**src/rtl/board_io_hub.sv**
```systemverilog
// -----------------------------------------------------------------------------
// board_io_hub
//
// Front-panel controller behind one Avalon-MM slave. It gives register access
// to the LEDs, the 7-segment digits (through a hex decoder), the synchronised
// slide switches, the debounced push buttons with press capture, and a
// free-running counter.
//
// Word address map:
//   0 LED      RW  low NUM_LEDS bits
//   1 HEXVAL   RW  nibble i drives digit i
//   2 HEXBLANK RW  1 blanks digit i
//   3 SWSTAT   RO  synchronised switches
//   4 KEYSTAT  RO  debounced keys, 1 = pressed
//   5 KEYEDGE  RW1C, set on a debounced press
//   6 COUNT    RO  free-running counter
//   7 BRIGHT   RW  8-bit LED/HEX brightness when PWM_EN is defined, else reads 0
//
// Ports:
//   CLOCK_50           sole clock
//   reset              synchronous, active-high reset
//   avs_address        word address
//   avs_read/avs_write read and write strobes (no waitrequest)
//   avs_writedata      write data
//   avs_readdata       registered read data
//   avs_readdatavalid  high one cycle after an accepted read
//   LEDR               LED drive, 1 = on
//   HEX                digit i = HEX[7i+6:7i], active-low, bit order g..a
//   SW                 raw asynchronous switches
//   KEY                raw asynchronous buttons, 0 = pressed
//
// Build option: define PWM_EN to add the BRIGHT register and PWM gating of
// LEDR and HEX.
// -----------------------------------------------------------------------------
module board_io_hub #(
    parameter int NUM_LEDS        = 10,
    parameter int NUM_HEX         = 6,
    parameter int NUM_SW          = 10,
    parameter int NUM_KEYS        = 4,
    parameter int DEBOUNCE_CYCLES = 1000000,
    parameter int COUNT_W         = 28
) (
    input  logic                 CLOCK_50,
    input  logic                 reset,
    input  logic [2:0]           avs_address,
    input  logic                 avs_read,
    input  logic                 avs_write,
    input  logic [31:0]          avs_writedata,
    output logic [31:0]          avs_readdata,
    output logic                 avs_readdatavalid,
    output logic [NUM_LEDS-1:0]  LEDR,
    output logic [7*NUM_HEX-1:0] HEX,
    input  logic [NUM_SW-1:0]    SW,
    input  logic [NUM_KEYS-1:0]  KEY
);

    localparam int              CNT_W    = $clog2(DEBOUNCE_CYCLES + 1);
    localparam logic [CNT_W-1:0] CNT_ONE  = CNT_W'(1);
    // The toggle happens on the edge where the count would reach
    // DEBOUNCE_CYCLES, so a clean press lands 2 + DEBOUNCE_CYCLES cycles
    // after the pin moves.
    localparam logic [CNT_W-1:0] DEB_LAST = CNT_W'(DEBOUNCE_CYCLES - 1);

    typedef enum logic [2:0] {
        A_LED      = 3'd0,
        A_HEXVAL   = 3'd1,
        A_HEXBLANK = 3'd2,
        A_SWSTAT   = 3'd3,
        A_KEYSTAT  = 3'd4,
        A_KEYEDGE  = 3'd5,
        A_COUNT    = 3'd6,
        A_RSVD     = 3'd7
    } addr_e;

    typedef enum logic {
        ST_STABLE   = 1'b0,
        ST_COUNTING = 1'b1
    } deb_state_e;

    function automatic logic [6:0] seg7(input logic [3:0] v);
        case (v)
            4'h0: seg7 = 7'h40;
            4'h1: seg7 = 7'h79;
            4'h2: seg7 = 7'h24;
            4'h3: seg7 = 7'h30;
            4'h4: seg7 = 7'h19;
            4'h5: seg7 = 7'h12;
            4'h6: seg7 = 7'h02;
            4'h7: seg7 = 7'h78;
            4'h8: seg7 = 7'h00;
            4'h9: seg7 = 7'h10;
            4'hA: seg7 = 7'h08;
            4'hB: seg7 = 7'h03;
            4'hC: seg7 = 7'h46;
            4'hD: seg7 = 7'h21;
            4'hE: seg7 = 7'h06;
            default: seg7 = 7'h0E;
        endcase
    endfunction

    addr_e addr;
    assign addr = addr_e'(avs_address);

    // Register file and panel state.
    logic [NUM_LEDS-1:0]  led_q, led_d;
    logic [4*NUM_HEX-1:0] hexval_q, hexval_d;
    logic [NUM_HEX-1:0]   hexblank_q, hexblank_d;
    logic [NUM_SW-1:0]    sw_meta_q, sw_meta_d, sw_sync_q, sw_sync_d;
    logic [NUM_KEYS-1:0]  key_meta_q, key_meta_d, key_sync_q, key_sync_d;
    logic [NUM_KEYS-1:0]  keystat_q, keystat_d;
    logic [NUM_KEYS-1:0]  keyedge_q, keyedge_d;
    logic [COUNT_W-1:0]   count_q, count_d;
    logic [31:0]          readdata_q, readdata_d;
    logic                 readdatavalid_q, readdatavalid_d;
    logic [NUM_LEDS-1:0]  ledr_q, ledr_d;
    logic [7*NUM_HEX-1:0] hex_q, hex_d;

    deb_state_e           deb_state_q [NUM_KEYS];
    deb_state_e           deb_state_d [NUM_KEYS];
    logic [CNT_W-1:0]     deb_cnt_q   [NUM_KEYS];
    logic [CNT_W-1:0]     deb_cnt_d   [NUM_KEYS];

    logic [NUM_KEYS-1:0]  key_pressed;
    logic [NUM_KEYS-1:0]  edge_clr;
    logic                 pwm_on;

`ifdef PWM_EN
    logic [7:0]           bright_q, bright_d;
    logic [7:0]           pwm_cnt_q, pwm_cnt_d;
    assign pwm_on = (pwm_cnt_q < bright_q);
`else
    assign pwm_on = 1'b1;
`endif

    // Write data bits above the widest field are architecturally ignored.
    logic unused_wdata;
    assign unused_wdata = &{1'b0, avs_writedata};

    assign key_pressed = ~key_sync_q;

    // -------------------------------------------------------------------------
    // Per-key debouncer: STABLE waits for a mismatch, COUNTING requires the
    // mismatch to persist before KEYSTAT follows.
    // -------------------------------------------------------------------------
    always_comb begin
        // NOTE: every output of a combinational block gets a default first,
        // so no path leaves a variable unassigned and no latch is inferred.
        keystat_d = keystat_q;
        for (int k = 0; k < NUM_KEYS; k++) begin
            deb_state_d[k] = deb_state_q[k];
            deb_cnt_d[k]   = deb_cnt_q[k];
            case (deb_state_q[k])
                ST_STABLE: begin
                    if (key_pressed[k] != keystat_q[k]) begin
                        deb_state_d[k] = ST_COUNTING;
                        deb_cnt_d[k]   = CNT_ONE;
                    end
                end
                ST_COUNTING: begin
                    if (key_pressed[k] == keystat_q[k]) begin
                        deb_state_d[k] = ST_STABLE;
                        deb_cnt_d[k]   = '0;
                    end else if (deb_cnt_q[k] == DEB_LAST) begin
                        keystat_d[k]   = ~keystat_q[k];
                        deb_state_d[k] = ST_STABLE;
                        deb_cnt_d[k]   = '0;
                    end else begin
                        deb_cnt_d[k]   = deb_cnt_q[k] + CNT_ONE;
                    end
                end
                default: begin
                    deb_state_d[k] = ST_STABLE;
                    deb_cnt_d[k]   = '0;
                end
            endcase
        end
    end

    // -------------------------------------------------------------------------
    // Bus writes, synchronisers, counters and registered outputs.
    // -------------------------------------------------------------------------
    always_comb begin
        led_d      = led_q;
        hexval_d   = hexval_q;
        hexblank_d = hexblank_q;
        edge_clr   = '0;
`ifdef PWM_EN
        bright_d   = bright_q;
        pwm_cnt_d  = pwm_cnt_q + 8'd1;
`endif
        if (avs_write) begin
            case (addr)
                A_LED:      led_d      = avs_writedata[NUM_LEDS-1:0];
                A_HEXVAL:   hexval_d   = avs_writedata[4*NUM_HEX-1:0];
                A_HEXBLANK: hexblank_d = avs_writedata[NUM_HEX-1:0];
                A_KEYEDGE:  edge_clr   = avs_writedata[NUM_KEYS-1:0];
`ifdef PWM_EN
                A_RSVD:     bright_d   = avs_writedata[7:0];
`endif
                default: ;
            endcase
        end

        // A press arriving in the same cycle as its clear wins.
        keyedge_d  = (keyedge_q & ~edge_clr) | (keystat_d & ~keystat_q);

        sw_meta_d  = SW;
        sw_sync_d  = sw_meta_q;
        key_meta_d = KEY;
        key_sync_d = key_meta_q;
        count_d    = count_q + COUNT_W'(1);

        // Outputs follow the registers one cycle later; a gated-off PWM phase
        // turns LEDs off and drives every segment high (dark).
        ledr_d = led_q & {NUM_LEDS{pwm_on}};
        for (int i = 0; i < NUM_HEX; i++) begin
            hex_d[7*i +: 7] = (hexblank_q[i] ? 7'h7F : seg7(hexval_q[4*i +: 4]))
                              | {7{~pwm_on}};
        end
    end

    // Read mux samples the pre-write register values, so a simultaneous
    // read and write returns the old contents.
    always_comb begin
        readdata_d      = '0;
        readdatavalid_d = avs_read;
        if (avs_read) begin
            case (addr)
                A_LED:      readdata_d[NUM_LEDS-1:0]  = led_q;
                A_HEXVAL:   readdata_d[4*NUM_HEX-1:0] = hexval_q;
                A_HEXBLANK: readdata_d[NUM_HEX-1:0]   = hexblank_q;
                A_SWSTAT:   readdata_d[NUM_SW-1:0]    = sw_sync_q;
                A_KEYSTAT:  readdata_d[NUM_KEYS-1:0]  = keystat_q;
                A_KEYEDGE:  readdata_d[NUM_KEYS-1:0]  = keyedge_q;
                A_COUNT:    readdata_d[COUNT_W-1:0]   = count_q;
`ifdef PWM_EN
                A_RSVD:     readdata_d[7:0]           = bright_q;
`endif
                default: ;
            endcase
        end
    end

    // NOTE: state updates use non-blocking assignments so every flop samples
    // the pre-edge value of every other flop, independent of statement order.
    always_ff @(posedge CLOCK_50) begin
        if (reset) begin
            led_q           <= '0;
            hexval_q        <= '0;
            hexblank_q      <= '1;
            sw_meta_q       <= '0;
            sw_sync_q       <= '0;
            key_meta_q      <= '0;
            key_sync_q      <= '0;
            keystat_q       <= '0;
            keyedge_q       <= '0;
            count_q         <= '0;
            readdata_q      <= '0;
            readdatavalid_q <= 1'b0;
            ledr_q          <= '0;
            hex_q           <= '1;
            // NOTE: the per-key arrays are control state, not data storage,
            // so each element is reset explicitly rather than left unknown.
            for (int k = 0; k < NUM_KEYS; k++) begin
                deb_state_q[k] <= ST_STABLE;
                deb_cnt_q[k]   <= '0;
            end
`ifdef PWM_EN
            bright_q        <= 8'hFF;
            pwm_cnt_q       <= '0;
`endif
        end else begin
            led_q           <= led_d;
            hexval_q        <= hexval_d;
            hexblank_q      <= hexblank_d;
            sw_meta_q       <= sw_meta_d;
            sw_sync_q       <= sw_sync_d;
            key_meta_q      <= key_meta_d;
            key_sync_q      <= key_sync_d;
            keystat_q       <= keystat_d;
            keyedge_q       <= keyedge_d;
            count_q         <= count_d;
            readdata_q      <= readdata_d;
            readdatavalid_q <= readdatavalid_d;
            ledr_q          <= ledr_d;
            hex_q           <= hex_d;
            for (int k = 0; k < NUM_KEYS; k++) begin
                deb_state_q[k] <= deb_state_d[k];
                deb_cnt_q[k]   <= deb_cnt_d[k];
            end
`ifdef PWM_EN
            bright_q        <= bright_d;
            pwm_cnt_q       <= pwm_cnt_d;
`endif
        end
    end

    assign avs_readdata      = readdata_q;
    assign avs_readdatavalid = readdatavalid_q;
    assign LEDR              = ledr_q;
    assign HEX               = hex_q;

endmodule

```
**config.mk**
```make
export PLATFORM = sky130hd
export DESIGN_NAME = board_io_hub
export DESIGN_NICKNAME = d
export VERILOG_FILES = /design/src/rtl/board_io_hub.sv
export SDC_FILE = /design/constraint.sdc
export NUM_CORES = 1
export LEC_CHECK = 0
export CAP_MARGIN = 20
export CORE_MARGIN = 2
export CORE_UTILIZATION = 36
export CTS_CLUSTER_SIZE = 14
export DETAILED_ROUTE_END_ITERATION = 8
export PLACE_DENSITY = 0.54
export SYNTH_ARGS = -nofsm -noshare
export SYNTH_HDL_FRONTEND = slang
export SYNTH_SLANG_ARGS = --single-unit
```
**constraint.sdc**
```tcl
create_clock -name CLOCK_50 -period 2.3 [get_ports CLOCK_50]
set_clock_uncertainty 0.05 [all_clocks]
set_input_delay 0.69 -clock CLOCK_50 [delete_from_list [all_inputs] [get_ports CLOCK_50]]
set_output_delay 0.69 -clock CLOCK_50 [all_outputs]
set_load 0.02 [all_outputs]
```
After elaboration in Yosys (flattened, before gate mapping)

Memory sizes are Yosys's and may differ from the RTL's. A register that Yosys moved wholly into a read port is not among the register bits.
Cells that the tools add are included.

Word-level logic and storage cells: 143
Bits in writable memories: 84
Memories: 8
Bits in registers: 147
ROM bits: 672
Bits of input ports: 53
Output and inout bits: 85

Memories:

| memory          | words | width | rd ports | clocked after memory_dff | wr ports | line | text |
|---|---|---|---|---|---|---|---|
| (no name shown) | 16    | 7     | 1        | 1                        | 0        | 81   | `case (v)` |
| (no name shown) | 16    | 7     | 1        | 1                        | 0        | 81   |  |
| (no name shown) | 16    | 7     | 1        | 1                        | 0        | 81   |  |
| (no name shown) | 16    | 7     | 1        | 1                        | 0        | 81   |  |
| (no name shown) | 16    | 7     | 1        | 1                        | 0        | 81   |  |
| (no name shown) | 16    | 7     | 1        | 1                        | 0        | 81   |  |
| 2 more memories | -     | -     | -        | -                        | -        | -    |  |

Reductions and logical operators: 12
Equality and inequality tests: 18
Multiplexer cells: 61
Bitwise gates (word level): 24
Add/sub/neg operators: 5

Operators with widths:

| operator                                                        | number |
|---|---|
| 20-bit two-way mux                                              | 16 |
| 20-bit one-hot mux with 2 select lines                          | 4 |
| 20-bit by 1-bit adder with 20-bit output, second input constant | 4 |
| 20-bit == test, second input constant                           | 4 |
| 1-bit two-way mux                                               | 31 |
| 28-bit by 1-bit adder with 28-bit output, second input constant | 1 |
| 14-bit one-hot mux with 2 select lines                          | 1 |
| 4-bit one-hot mux with 7 select lines                           | 1 |
| 4-bit one-hot mux with 4 select lines                           | 1 |
| 2-bit OR reduction                                              | 7 |
| 4-bit inverter                                                  | 3 |
| 1-bit inverter                                                  | 10 |
| 2-bit one-hot mux with 5 select lines                           | 1 |
| 3-bit == test, second input constant                            | 3 |
| 4-bit bitwise AND                                               | 2 |
| 4-bit two-way mux                                               | 2 |
| 1-bit OR                                                        | 8 |
| 1-bit one-hot mux with 2 select lines                           | 4 |
| 3-bit by 2-bit == test with 1-bit output, second input constant | 2 |
| 2-bit AND reduction                                             | 3 |
| 1-bit == test                                                   | 4 |
| 1-bit inequality test                                           | 4 |
| 4-bit OR                                                        | 1 |
| 3-bit by 1-bit == test with 1-bit output, second input constant | 1 |
| 2 further kinds                                                 | 2 |

Longest topological paths before layout

An unclocked memory read counts as a cell.

Depth in word-level cells: 7
Depth in mapped cells: 8
Gate-level depth less buffers: 6

Worst setup path after synthesis

OpenSTA, ideal clock, no wires.

Path type: input-to-reg
From: input port reset
To: register count_q[26]
Setup slack: 215 ps
Setup time: 128 ps
Cell stages on the path: 5
Data required time: 2122 ps
Path buffers: 4
Arrival: 1907 ps
Path through: buf_1 -> clkbuf_1 -> clkbuf_1 -> buf_1 -> nor2_1

RTL lines:

| item                   | line | text |
|---|---|---|
| start: declaration     | 44   | `input logic reset,` |
| end signal: assignment | 282  | `count_q <= count_d;` |
| end: declaration       | 112  | `logic [COUNT_W-1:0] count_q, count_d;` |

No word-level cell between the ends.

Worst setup path in the final report

From: register readdata_q[10] (netlist: avs_readdata[10])
To: output port avs_readdata[10]

RTL lines:

| item                     | line | text |
|---|---|---|
| start: declaration       | 113  | `logic [31:0] readdata_q, readdata_d;` |
| start signal: assignment | 283  | `readdata_q <= readdata_d;` |
| end: declaration         | 49   | `output logic [31:0] avs_readdata,` |

No word-level cell between the ends.

==> impl_metrics.toml <==
[synth]
syn_area_per_cell_um2 = 8.79
synthDistinctLibCells = 71
synth_edf_count = 0
yosys-top-cells-area = "dfxtp_1 44%, nand2_1 5.0%, ha_1 4.2%"
yosysSeqAreaShare = 0.442
synth_area_leader_cell = "dfxtp_1"
synth_most_common_cell = "dfxtp_1"
synth_area_um2 = 12200
synth-async-reset-ratio = 0
synth_top_area_frac = 0.442
synth-main-ff-cell = "dfxtp_1"
ys_ff_latch = 269
synth_common_cells = "269 x dfxtp_1, 162 x nand2_1, 108 x nor2_1, 97 x a21oi_1, 74 x nand3_1"
yosysWarnings = 0
syn_inst = 1387

[setup_path]
crit_type = "reg -> out"
cp_data_required_time_ps = 1560
worst-r2r-setup-slack_ps = 200
start_kind = "flop"
rr_endpoint = "keyedge_q[0]$_SDFF_PP0_"
r2r_cells = 6
slowest_delay_ps = 620
cp_num_buf_inv = 1
slowest_stage = "clkdlybuf4s50_1"
cp_max_fo = 1
cp-end-kind = "output pin"
path_delay_family = "buffers and inverters"
critPathArrivalTime_ps = 1520
crit_chain = "clkdlybuf4s50_1"
r2r_start = "deb_cnt_q[0][0]$_SDFFE_PP0P_"

[hold_path]
min_from = "sw_meta_q[4]$_SDFF_PP0_"
hold_class = "reg -> reg"
hold_depth = 1
holdPathEnd = "sw_sync_q[4]$_SDFF_PP0_"

[run]
maxCapViolCount = 0

[finish]
fillers = 3211
multi_input_area_um2 = 6370
diodes = 0
regArea_um2 = 5390
finish.utilization = 0.462
areaGrowthSynthToFinish_pct = 26.8
layout.nets = 1641
drive_above_1_share = 0.0994

[clock_tree]
insertion_delay_ps = 560
cts_buffers = 31
path_clk_slew_ps = 60
ctsHtreeMaxLevel = 1
clockRootBuffer = "clkbuf_16"
postCtsHoldBufs = 0
cts_sinks = 269
cts_tree = "built"
clockBufferDepth = 3

[floorplanning]
core-area_um2 = 33400
dieArea_um2 = 35300
placementRows = 67
chipWidth_um = 188
ios = 138
start_util = 0.364
die_h_um = 188

[power_and_ir_drop]
clkPwrFrac = 0.489
p_per_area_nw_per_um2 = 701
netSwitchingFraction = 0.223
p_int_mw = 8.41
irDropWorstVdd_v = 0.000660
switching_power_mw = 2.42
pwr-share-seq = 0.449
p_leak_nw = 5.53
comb_power_share = 0.062

[sta]
slew_viol_final = 0
post-route-period-util = 0.981
rsz0062_at_grt = "no"
final-hold-violation-count = 0
worst_pin_slew_ps = 964
min_period_ps = 2260
relSlewSlack = 0.352
setup_viol = 0
timing.fmax_ghz = 0.443
tns_ps = 0

[detailed_routing]
vias_per_cell = 5.11
drt_pass1_iterations = 5
detail_route.wl_per_cell_um = 15.6
drt_iter0_drc = 628
drc_errors = 0
vias = 10300
ant_nets = 0
totalWireLength_um = 31400

[placement]
hpwlAfterDp_um = 22600
port_buffers = 125
place.gp.congestion = 0.830

[global_route]
grt_pass1_wl_um = 51500
grt_util_all_layers = 0.175
overflow = 0
grt_max_degree = 34
first_global_vias = 9702
antenna_found_initial = 0

[status]
status = "completed"
## layer usage
layer	track usage	wire length, µm
met1	0.256	16000
met2	0.268	13400
met3	0.0268	1250
met4	0.0457	745
met5	0	0
## power by group through the flow
stage	clock network (mW)	registers, mW	logic, mW
after floorplan	0	4.96	0.368
after global placement	0	4.96	0.663
after detailed placement	0	4.96	0.668
after CTS	5.42	4.86	0.668
after global routing	5.63	4.87	0.739
final	5.30	4.86	0.670
## cell families (layout without fill, tap and decap cells)
kind of cell | after synthesis | in the layout | synth area share
AOI/OAI and AO/OA | 306 | 306 | 0.163
xor gates and xnor gates | 42 | 42 | 0.0308
adders and majority gates | 41 | 41 | 0.0421
buffers and inverters | 112 | 292 | 0.0387
DFF | 269 | 269 | 0.442
muxes | 43 | 43 | 0.0420
other | 1 | 4 | 0.000308
and+or+nand+nor | 573 | 573 | 0.241
## flip-flops by register name, indices dropped and copies added, names as in the netlist
signal,cells
keystat_q,4
key_sync_q,4
LEDR,10
keyedge_q,4
avs_readdatavalid,1
led_q,10
key_meta_q,4
deb_state_q,4
sw_meta_q,10
hexblank_q,6
hexval_q,24
deb_cnt_q,80
HEX,42
count_q,28
sw_sync_q,10
avs_readdata,28
## final cells by class
type,count,area share
inverters,41,0.00996
flip-flops and latches,269,0.349
repair buffers,195,0.121
well taps,448,0.0363
clock buffers,46,0.0603
multi-input cells,1009,0.412
clock inverters,10,0.0117
## stage by stage
stage	hold slack, ps	power (mW)	cell area [µm²]	setup slack [ps]	std cells
after floorplan	364	5.32	12200	215	1390
after global placement	375	5.62	14300	-85.4	1961
after detailed placement	374	5.63	14300	-129	1961
after CTS	388	10.9	15400	10.9	2017
after global routing	401	11.2	15400	3.59	2018
final	386	10.8	15400	43.8	2018
## placed cells by master, fill, tap and decap left out, types with 14 or more instances in the layout
cell	synthesis	routed
a21oi_1	97	97
a22o_1	30	30
a31oi_1	46	46
and3_1	18	18
buf_4	7	63
clkbuf_16	0	31
clkdlybuf4s50_1	0	118
dfxtp_1	269	269
ha_1	41	41
inv_1	41	41
mux2i_1	32	32
nand2_1	162	162
nand2b_1	23	23
nand3_1	74	74
nand3b_1	14	14
nand4_1	26	26
nor2_1	108	107
nor2b_1	48	48
nor3_1	31	31
o211ai_1	27	27
o21ai_0	37	37
or3_1	15	15
xnor2_1	19	19
xor2_1	22	22
## repair_timing
item,in CTS,in global routing
resized for setup,5,2
endpoints found under the setup margin,5,15
pin swaps,0,1
setup buffers,0,1
## worst max-delay path by stage
stage,start,to,cells past startpoint
after floorplan,reset,count_q[26]$_SDFF_PP0_,5
after global routing,avs_readdata[10]$_SDFF_PP0_,avs_readdata[10],1
after CTS,avs_readdata[10]$_SDFF_PP0_,avs_readdata[10],1
final,avs_readdata[10]$_SDFF_PP0_,avs_readdata[10],1
after detailed placement,avs_address[0],hexblank_q[4]$_SDFFE_PP1P_,8
after global placement,avs_address[0],keyedge_q[2]$_SDFF_PP0_,7
(Power assumes the default switching activity.)
